--- src/rtl/ahb_sram.sv ---
// AHB-Lite SRAM slave: zero-wait reads and a single-entry posted write buffer with read forwarding.
// Optional simulation trace of transfers and buffer drains when AHB_SRAM_TRACE_EN is defined.
module ahb_sram (
    input  logic        HCLK,
    input  logic        HRESETn,
    input  logic        HSEL,
    input  logic [31:0] HADDR,
    input  logic        HREADY,
    input  logic        HWRITE,
    input  logic [1:0]  HTRANS,
    input  logic [2:0]  HSIZE,
    input  logic [31:0] HWDATA,
    output logic [31:0] HRDATA,
    output logic        HREADYOUT,
    input  logic [31:0] SRAMRDATA,
    output logic [3:0]  SRAMWEN,
    output logic [31:0] SRAMWDATA,
    output logic        SRAMCS0,
    output logic        SRAMCS1,
    output logic        SRAMCS2,
    output logic        SRAMCS3,
    output logic [14:0] SRAMADDR
);

    logic        wrPhase_q, wrPhase_d;
    logic [14:0] wrAddr_q, wrAddr_d;
    logic [1:0]  wrBank_q, wrBank_d;
    logic [3:0]  wrMask_q, wrMask_d;
    logic        rdPhase_q, rdPhase_d;
    logic [14:0] rdAddr_q, rdAddr_d;
    logic [1:0]  rdBank_q, rdBank_d;
    logic        bufValid_q, bufValid_d;
    logic [14:0] bufAddr_q, bufAddr_d;
    logic [1:0]  bufBank_q, bufBank_d;
    logic [3:0]  bufMask_q, bufMask_d;
    logic [31:0] bufData_q, bufData_d;

    logic        readAcc;
    logic        writeAcc;
    logic        bufLoad;
    logic        drain;
    logic        fwdHit;
    logic [3:0]  sizeMask;
    logic [3:0]  sramCs;
    logic        unused;

    assign readAcc  = HSEL & HREADY & HTRANS[1] & ~HWRITE;
    assign writeAcc = HSEL & HREADY & HTRANS[1] & HWRITE;
    assign bufLoad  = wrPhase_q & HREADY;
    assign drain    = bufValid_q & ~readAcc;
    assign fwdHit   = bufValid_q & (bufBank_q == rdBank_q) & (bufAddr_q == rdAddr_q);
    assign unused   = &{1'b0, HADDR[31:19], HTRANS[0]};

    always_comb begin
        case (HSIZE)
            3'b000:  sizeMask = 4'b0001 << HADDR[1:0];
            3'b001:  sizeMask = HADDR[1] ? 4'b1100 : 4'b0011;
            default: sizeMask = 4'b1111;
        endcase
    end

    always_comb begin
        wrPhase_d  = wrPhase_q;
        wrAddr_d   = wrAddr_q;
        wrBank_d   = wrBank_q;
        wrMask_d   = wrMask_q;
        rdPhase_d  = rdPhase_q;
        rdAddr_d   = rdAddr_q;
        rdBank_d   = rdBank_q;
        bufValid_d = bufValid_q;
        bufAddr_d  = bufAddr_q;
        bufBank_d  = bufBank_q;
        bufMask_d  = bufMask_q;
        bufData_d  = bufData_q;
        if (HREADY) begin
            wrPhase_d = writeAcc;
            rdPhase_d = readAcc;
            if (writeAcc) begin
                wrAddr_d = HADDR[16:2];
                wrBank_d = HADDR[18:17];
                wrMask_d = sizeMask;
            end
            if (readAcc) begin
                rdAddr_d = HADDR[16:2];
                rdBank_d = HADDR[18:17];
            end
        end
        // A load on the same edge as a drain replaces the entry just written out.
        if (bufLoad) begin
            bufValid_d = 1'b1;
            bufAddr_d  = wrAddr_q;
            bufBank_d  = wrBank_q;
            bufMask_d  = wrMask_q;
            bufData_d  = HWDATA;
        end else if (drain) begin
            bufValid_d = 1'b0;
        end
    end

    always_ff @(posedge HCLK) begin
        if (!HRESETn) begin
            wrPhase_q  <= 1'b0;
            wrAddr_q   <= '0;
            wrBank_q   <= '0;
            wrMask_q   <= '0;
            rdPhase_q  <= 1'b0;
            rdAddr_q   <= '0;
            rdBank_q   <= '0;
            bufValid_q <= 1'b0;
            bufAddr_q  <= '0;
            bufBank_q  <= '0;
            bufMask_q  <= '0;
            bufData_q  <= '0;
        end else begin
            wrPhase_q  <= wrPhase_d;
            wrAddr_q   <= wrAddr_d;
            wrBank_q   <= wrBank_d;
            wrMask_q   <= wrMask_d;
            rdPhase_q  <= rdPhase_d;
            rdAddr_q   <= rdAddr_d;
            rdBank_q   <= rdBank_d;
            bufValid_q <= bufValid_d;
            bufAddr_q  <= bufAddr_d;
            bufBank_q  <= bufBank_d;
            bufMask_q  <= bufMask_d;
            bufData_q  <= bufData_d;
        end
    end

    // Outputs are forced idle during reset because the registers only clear at the edge.
    always_comb begin
        HREADYOUT = 1'b1;
        HRDATA    = '0;
        SRAMADDR  = '0;
        SRAMWEN   = '0;
        SRAMWDATA = '0;
        sramCs    = '0;
        if (HRESETn) begin
            HREADYOUT = ~(bufValid_q & wrPhase_q & HSEL & HTRANS[1] & ~HWRITE);
            if (readAcc) begin
                SRAMADDR = HADDR[16:2];
                sramCs   = 4'b0001 << HADDR[18:17];
            end else if (drain) begin
                SRAMADDR  = bufAddr_q;
                sramCs    = 4'b0001 << bufBank_q;
                SRAMWEN   = bufMask_q;
                SRAMWDATA = bufData_q;
            end
            if (rdPhase_q) begin
                for (int n = 0; n < 4; n++) begin
                    HRDATA[8*n +: 8] = (fwdHit & bufMask_q[n]) ? bufData_q[8*n +: 8]
                                                               : SRAMRDATA[8*n +: 8];
                end
            end
        end
    end

    assign SRAMCS0 = sramCs[0];
    assign SRAMCS1 = sramCs[1];
    assign SRAMCS2 = sramCs[2];
    assign SRAMCS3 = sramCs[3];

`ifdef AHB_SRAM_TRACE_EN
    always @(posedge HCLK) begin
        if (HRESETn && (readAcc || writeAcc))
            $display("ahb_sram: %s HADDR=%h HSIZE=%b", HWRITE ? "WRITE" : "READ", HADDR, HSIZE);
        if (HRESETn && drain)
            $display("ahb_sram: drain bank=%0d addr=%h mask=%b data=%h",
                     bufBank_q, bufAddr_q, bufMask_q, bufData_q);
    end
`endif

endmodule

--- config.mk ---
export PLATFORM = sky130hd
export DESIGN_NAME = ahb_sram
export DESIGN_NICKNAME = d
export VERILOG_FILES = /design/src/rtl/ahb_sram.sv
export SDC_FILE = /design/constraint.sdc
export NUM_CORES = 1
export LEC_CHECK = 0
export BUFFER_PORTS_ARGS = -buffer_cell sky130_fd_sc_hd__buf_4
export CAP_MARGIN = 30
export CORE_ASPECT_RATIO = 0.8
export CORE_MARGIN = 1
export CORE_UTILIZATION = 36
export CTS_BUF_LIST = sky130_fd_sc_hd__clkbuf_8 sky130_fd_sc_hd__clkbuf_16
export CTS_CLUSTER_DIAMETER = 80
export DETAILED_ROUTE_END_ITERATION = 16
export PLACE_DENSITY = 0.68
export SLEW_MARGIN = 20
export SYNTH_ARGS = -nofsm -noshare
export SYNTH_HDL_FRONTEND = slang
export SYNTH_SLANG_ARGS = --single-unit
--- constraint.sdc ---
create_clock -name HCLK -period 5.33 [get_ports HCLK]
set_input_delay 0.533 -clock HCLK [delete_from_list [all_inputs] [get_ports HCLK]]
set_output_delay 0.533 -clock HCLK [all_outputs]
set_load 0.005 [all_outputs]
# ---- Word level (Yosys, flattened, before mapping)
# Cells that the tools add are included.
dict set report classes {
  eq_ne 3
  n_shift 3
  n_mux 23
  bitwise 19
  n_reduce_logical 4
}
# op n
set ops {}
lappend ops {{two-way mux 32 bit} 5}
lappend ops {{two-way mux 15 bit} 3}
lappend ops {{two-way mux 8 bit} 4}
lappend ops {{two-way mux 4 bit} 7}
lappend ops {{AND 1 bit} 16}
lappend ops {{equality test 15 bit} 1}
lappend ops {{<< shifter 1 x 2 -> 4 bit, first input constant} 3}
lappend ops {{case mux 4 bit (2 select lines)} 1}
lappend ops {{AND reduction 2 bit} 2}
lappend ops {{equality test 3 x 1 -> 1 bit, second input constant} 1}
lappend ops {{logical NOT 3 bit} 1}
lappend ops {{two-way mux 1 bit} 3}
lappend ops {{inverter 1 bit} 3}
lappend ops {{equality test 2 bit} 1}
lappend ops {{nonzero test 2 bit} 1}
dict set report word_totals {
  register_bits 94
  output_inout_bits 88
  wordCells 64
}

# ---- Logic depth before layout (Yosys ltp)
dict set report depth {
  depth_word 8
  mapped_depth 7
  depth_no_buf 5
}

# ---- Worst setup path before layout
# No wires, ideal clock.
dict set report synth_timing {
  path_type {input port to output port}
  start {in HRESETn}
  end {out SRAMADDR[10]}
  t_arrival_ns 1.614
  slack_ns 3.183
  cell_stages 5
  cell_sequence {clkbuf_1 > and3_1 > clkbuf_1 > clkbuf_1 > a22o_1}
}
dict set report synth_between {
  elab_chain_cells 1
}
# item line
set synth_lines {}
lappend synth_lines {{from (decl)} 5} ;# input logic HRESETn,
lappend synth_lines {{two-way mux 15 bit} 138} ;# if (HRESETn) begin
lappend synth_lines {{to (decl)} 22} ;# output logic [14:0] SRAMADDR
# No other way between the ends.

# ---- Worst setup path in the final report
dict set report layout_timing {
  start {reg bufAddr_q[3]}
  end {out HRDATA[4]}
}
dict set report layout_between {
  elab_chain_cells 6
}
# item line
set layout_lines {}
lappend layout_lines {{from (decl)} 33} ;# logic [14:0] bufAddr_q, bufAddr_d;
lappend layout_lines {{from (signal assigned)} 123} ;# bufAddr_q <= bufAddr_d;
lappend layout_lines {{equality test 15 bit} 51} ;# assign fwdHit = bufValid_q & (bufBank_q == rdBank_q) & (bufAddr_q == rdAddr_q);
lappend layout_lines {{AND 1 bit} 51}
lappend layout_lines {{AND 1 bit} 151} ;# HRDATA[8*n +: 8] = (fwdHit & bufMask_q[n]) ? bufData_q[8*n +: 8]
lappend layout_lines {{two-way mux 8 bit} 151}
lappend layout_lines {{two-way mux 32 bit} 149} ;# if (rdPhase_q) begin
lappend layout_lines {{two-way mux 32 bit} 138}
lappend layout_lines {{to (decl)} 13} ;# output logic [31:0] HRDATA,
# No other way between the ends.

==> metrics <==
Synth top area share 0.381; register area share after synthesis 0.381; syn avg cell area approximately 7.8 um^2; Buf/Inv on CP 2; Lkg Pwr about 2.6 nW; number of nets in the layout approximately 880; simple-gate share of the synthesized area 0.269; fmax ~300 MHz; worst r2r src wrPhase_q$_SDFFE_PN0P_; FILL cells between 1k and 1.5k; Std-Cell Core Area 13100 um^2; leading area contributor after synthesis dfxtp_1; Pwr per Cell Area roughly 220 nW/um^2; post-synthesis xor/xnor area fraction 0.0248; layout cells sized above 1 0.277; Final Hold Fails 0; Worst-Skew Late Latency around 340 ps; Max H-tree Level 3; TritonCTS buffer count 9; Placed Area 6360 um^2; Clock Sinks 94; FFs w/ async S/R, synth 0; Mapped Cells ~630; storage element area ~1900 um^2; max_cap viols 0; clk_skew a little under 8 ps; initial antenna violation count 0; max_slew headroom 0.369; fin area 6630 um^2; Initial Util 0.377; Vias per Instance roughly 5.1; Peak VDD IR approximately 0.00016 V; CTS Hold Bufs 0; Post-CTS Setup Repair Bufs 0; Tmin final 3370 ps; Total Die Area between 10000 and 15000 um^2; IO Port Bufs ~180; total iterations of the first detailed-routing run 5; Core Rows 37; Hold Crit Start HREADY; Antenna Cells 0; Synth area leaders dfxtp_1 38%, a21boi_0 14%, nand2_1 14%, and2_1 4.8%, nand4_1 4.4%; CP max stage cell and3_1; Starting DRT DRC Count between 300 and 400; Multi-input gate area between 2000 and 3000 um^2; Syn Nets about 740; setup TNS 0 ps; ys flop type dfxtp_1; Detail Placement HPWL between 10000 and 15000 um; TritonCTS clock tree done; CTS root buffer clkbuf_16; wire per inst 16.1 um; RePlAce Congestion about 0.84; complex-gate fraction of the synthesized area 0.258; WS Path Type flip-flop to output port; R2R cell count 4; r2r setup slk around 3700 ps; vias in the first global route approximately 4.7k; # setup viols final 0; reg2reg end bufAddr_q[12]$_SDFFE_PN0P_; number of remaining DRC errors 0; CTS clock-pin slew for the worst setup and hold paths roughly 60 ps; crit path cell chain xor2_1, nor4_2, and3_1, buf_8, nand4_1, a21oi_1, buf_4; Tot GR Track Use 0.213; fin crit share 0.632; Slew Viols, Final 0; main combinational cell family by area after synthesis simple AND/OR/NAND/NOR gates; area grow syn2layout 34.1%; largest stage delay on the critical path about 680 ps; DRT antenna net count 0; first-pass GRT wire length roughly 24000 um; status finished, final reports clean; PostCTS Resize Cnt 0; largest net degree at the start of global routing 100; Cell variety after synth 39; Post-synth EDFFs 0; Adder-Cell Fraction of Synth Area 0; chip width 133 um; Worst Path Max Fanout 17; CP Capture Type output port; Chip Height about 110 um; mux cell area share after synthesis 0; worst-margin pin slew around 950 ps; commonest non-fill, non-tap cell in the layout buf_4; HP Class input pin to flip-flop; io pins 194; maximum clock path buffer count 2; Hold Path Sink rdPhase_q$_SDFFE_PN0P_; Crit path max-delay family simple AND/OR/NAND/NOR gates; total grt overflow 0; Post-Syn Area around 5000 um^2; via count 4890; most frequent cells in the layout 182 x buf_4, 178 x nand2_1, 94 x dfxtp_1, 90 x a21boi_0, 37 x and2_1; RSZ-0062 raised after global routing false; #FFs+latches synth between 90 and 100; Synth warnings 0; Worst Path Required ~4800 ps; Critical Path Source Type flip-flop; crit path DAT between 2000 and 3000 ps; hold depth 2; WL final approximately 15000 um
-- registers in the layout, indices dropped and copies added (netlist names) --
| name | count |
|---|---|
| wrMask_q | 4 |
| bufValid_q | 1 |
| wrAddr_q | 15 |
| wrPhase_q | 1 |
| wrBank_q | 2 |
| rdAddr_q | 15 |
| bufData_q | 32 |
| rdPhase_q | 1 |
| bufAddr_q | 15 |
| bufBank_q | 2 |
| bufMask_q | 4 |
| rdBank_q | 2 |
-- logic make-up after synthesis --
logic type      after synthesis
simple gates                283
compound gates              180
flops                        94
buf+inv                      61
xor+xnor                     14
-- through the flow --
stage / utilization / hold slack, ps / instances / power (mW) / setup slack (ps)
after floorplan: - / 438 / 632 / 0.810 / 3180
after global placement: 0.475 / 446 / 933 / 0.879 / 2110
after detailed placement: 0.486 / 457 / 940 / 0.896 / 2210
after CTS: 0.506 / 430 / 956 / 1.49 / 1970
after global routing: 0.506 / 441 / 956 / 1.53 / 1680
final: 0.506 / 442 / 956 / 1.47 / 1960
-- synth_stat cells (4+ instances only) --
cell type and count:
xor2_1 14, a21oi_1 34, a21boi_0 90, nand4_1 35
nand2_1 179, o31ai_1 16, a22o_1 14, clkbuf_4 5
o221a_2 4, nor2_1 5, dfxtp_1 94, clkbuf_1 38
nand3_1 5, inv_1 5, and2_1 38, nand2b_1 4
o21ai_0 17
-- layout make-up --
| type | instances | share of cell area |
|---|---|---|
| Clock inverter | 7 | 0.00661 |
| Tap cell | 175 | 0.0330 |
| Clock buffer | 9 | 0.0340 |
| Multi-Input combinational cell | 477 | 0.413 |
| Sequential cell | 94 | 0.284 |
| Inverter | 5 | 0.00283 |
| Timing Repair Buffer | 189 | 0.227 |
-- layer usage --
layer,vias to the layer above,global-route usage,share of wire
li1,2451,-,-
met1,2252,0.276,0.46
met2,176,0.356,0.47
met3,11,0.0478,0.064
met4,0,0.0550,0.0095
met5,-,0,0
-- how the worst max path moves through the flow --
stage	startpoint	end	slack, ps	cells after the start
after floorplan	HRESETn	SRAMADDR[10]	3180	5
after global placement	bufAddr_q[12]$_SDFFE_PN0P_	HRDATA[14]	2110	6
after detailed placement	HRESETn	SRAMADDR[5]	2210	4
after global routing	bufAddr_q[3]$_SDFFE_PN0P_	HRDATA[4]	1680	7
after CTS	bufAddr_q[3]$_SDFFE_PN0P_	HRDATA[4]	1970	7
final	bufAddr_q[3]$_SDFFE_PN0P_	HRDATA[4]	1960	7
-- where the power goes --
group          internal [mW]  switching (mW)
clock network          0.313           0.276
registers              0.712         0.00596
logic                 0.0827          0.0811
Power figures use the tool's default switching activity.
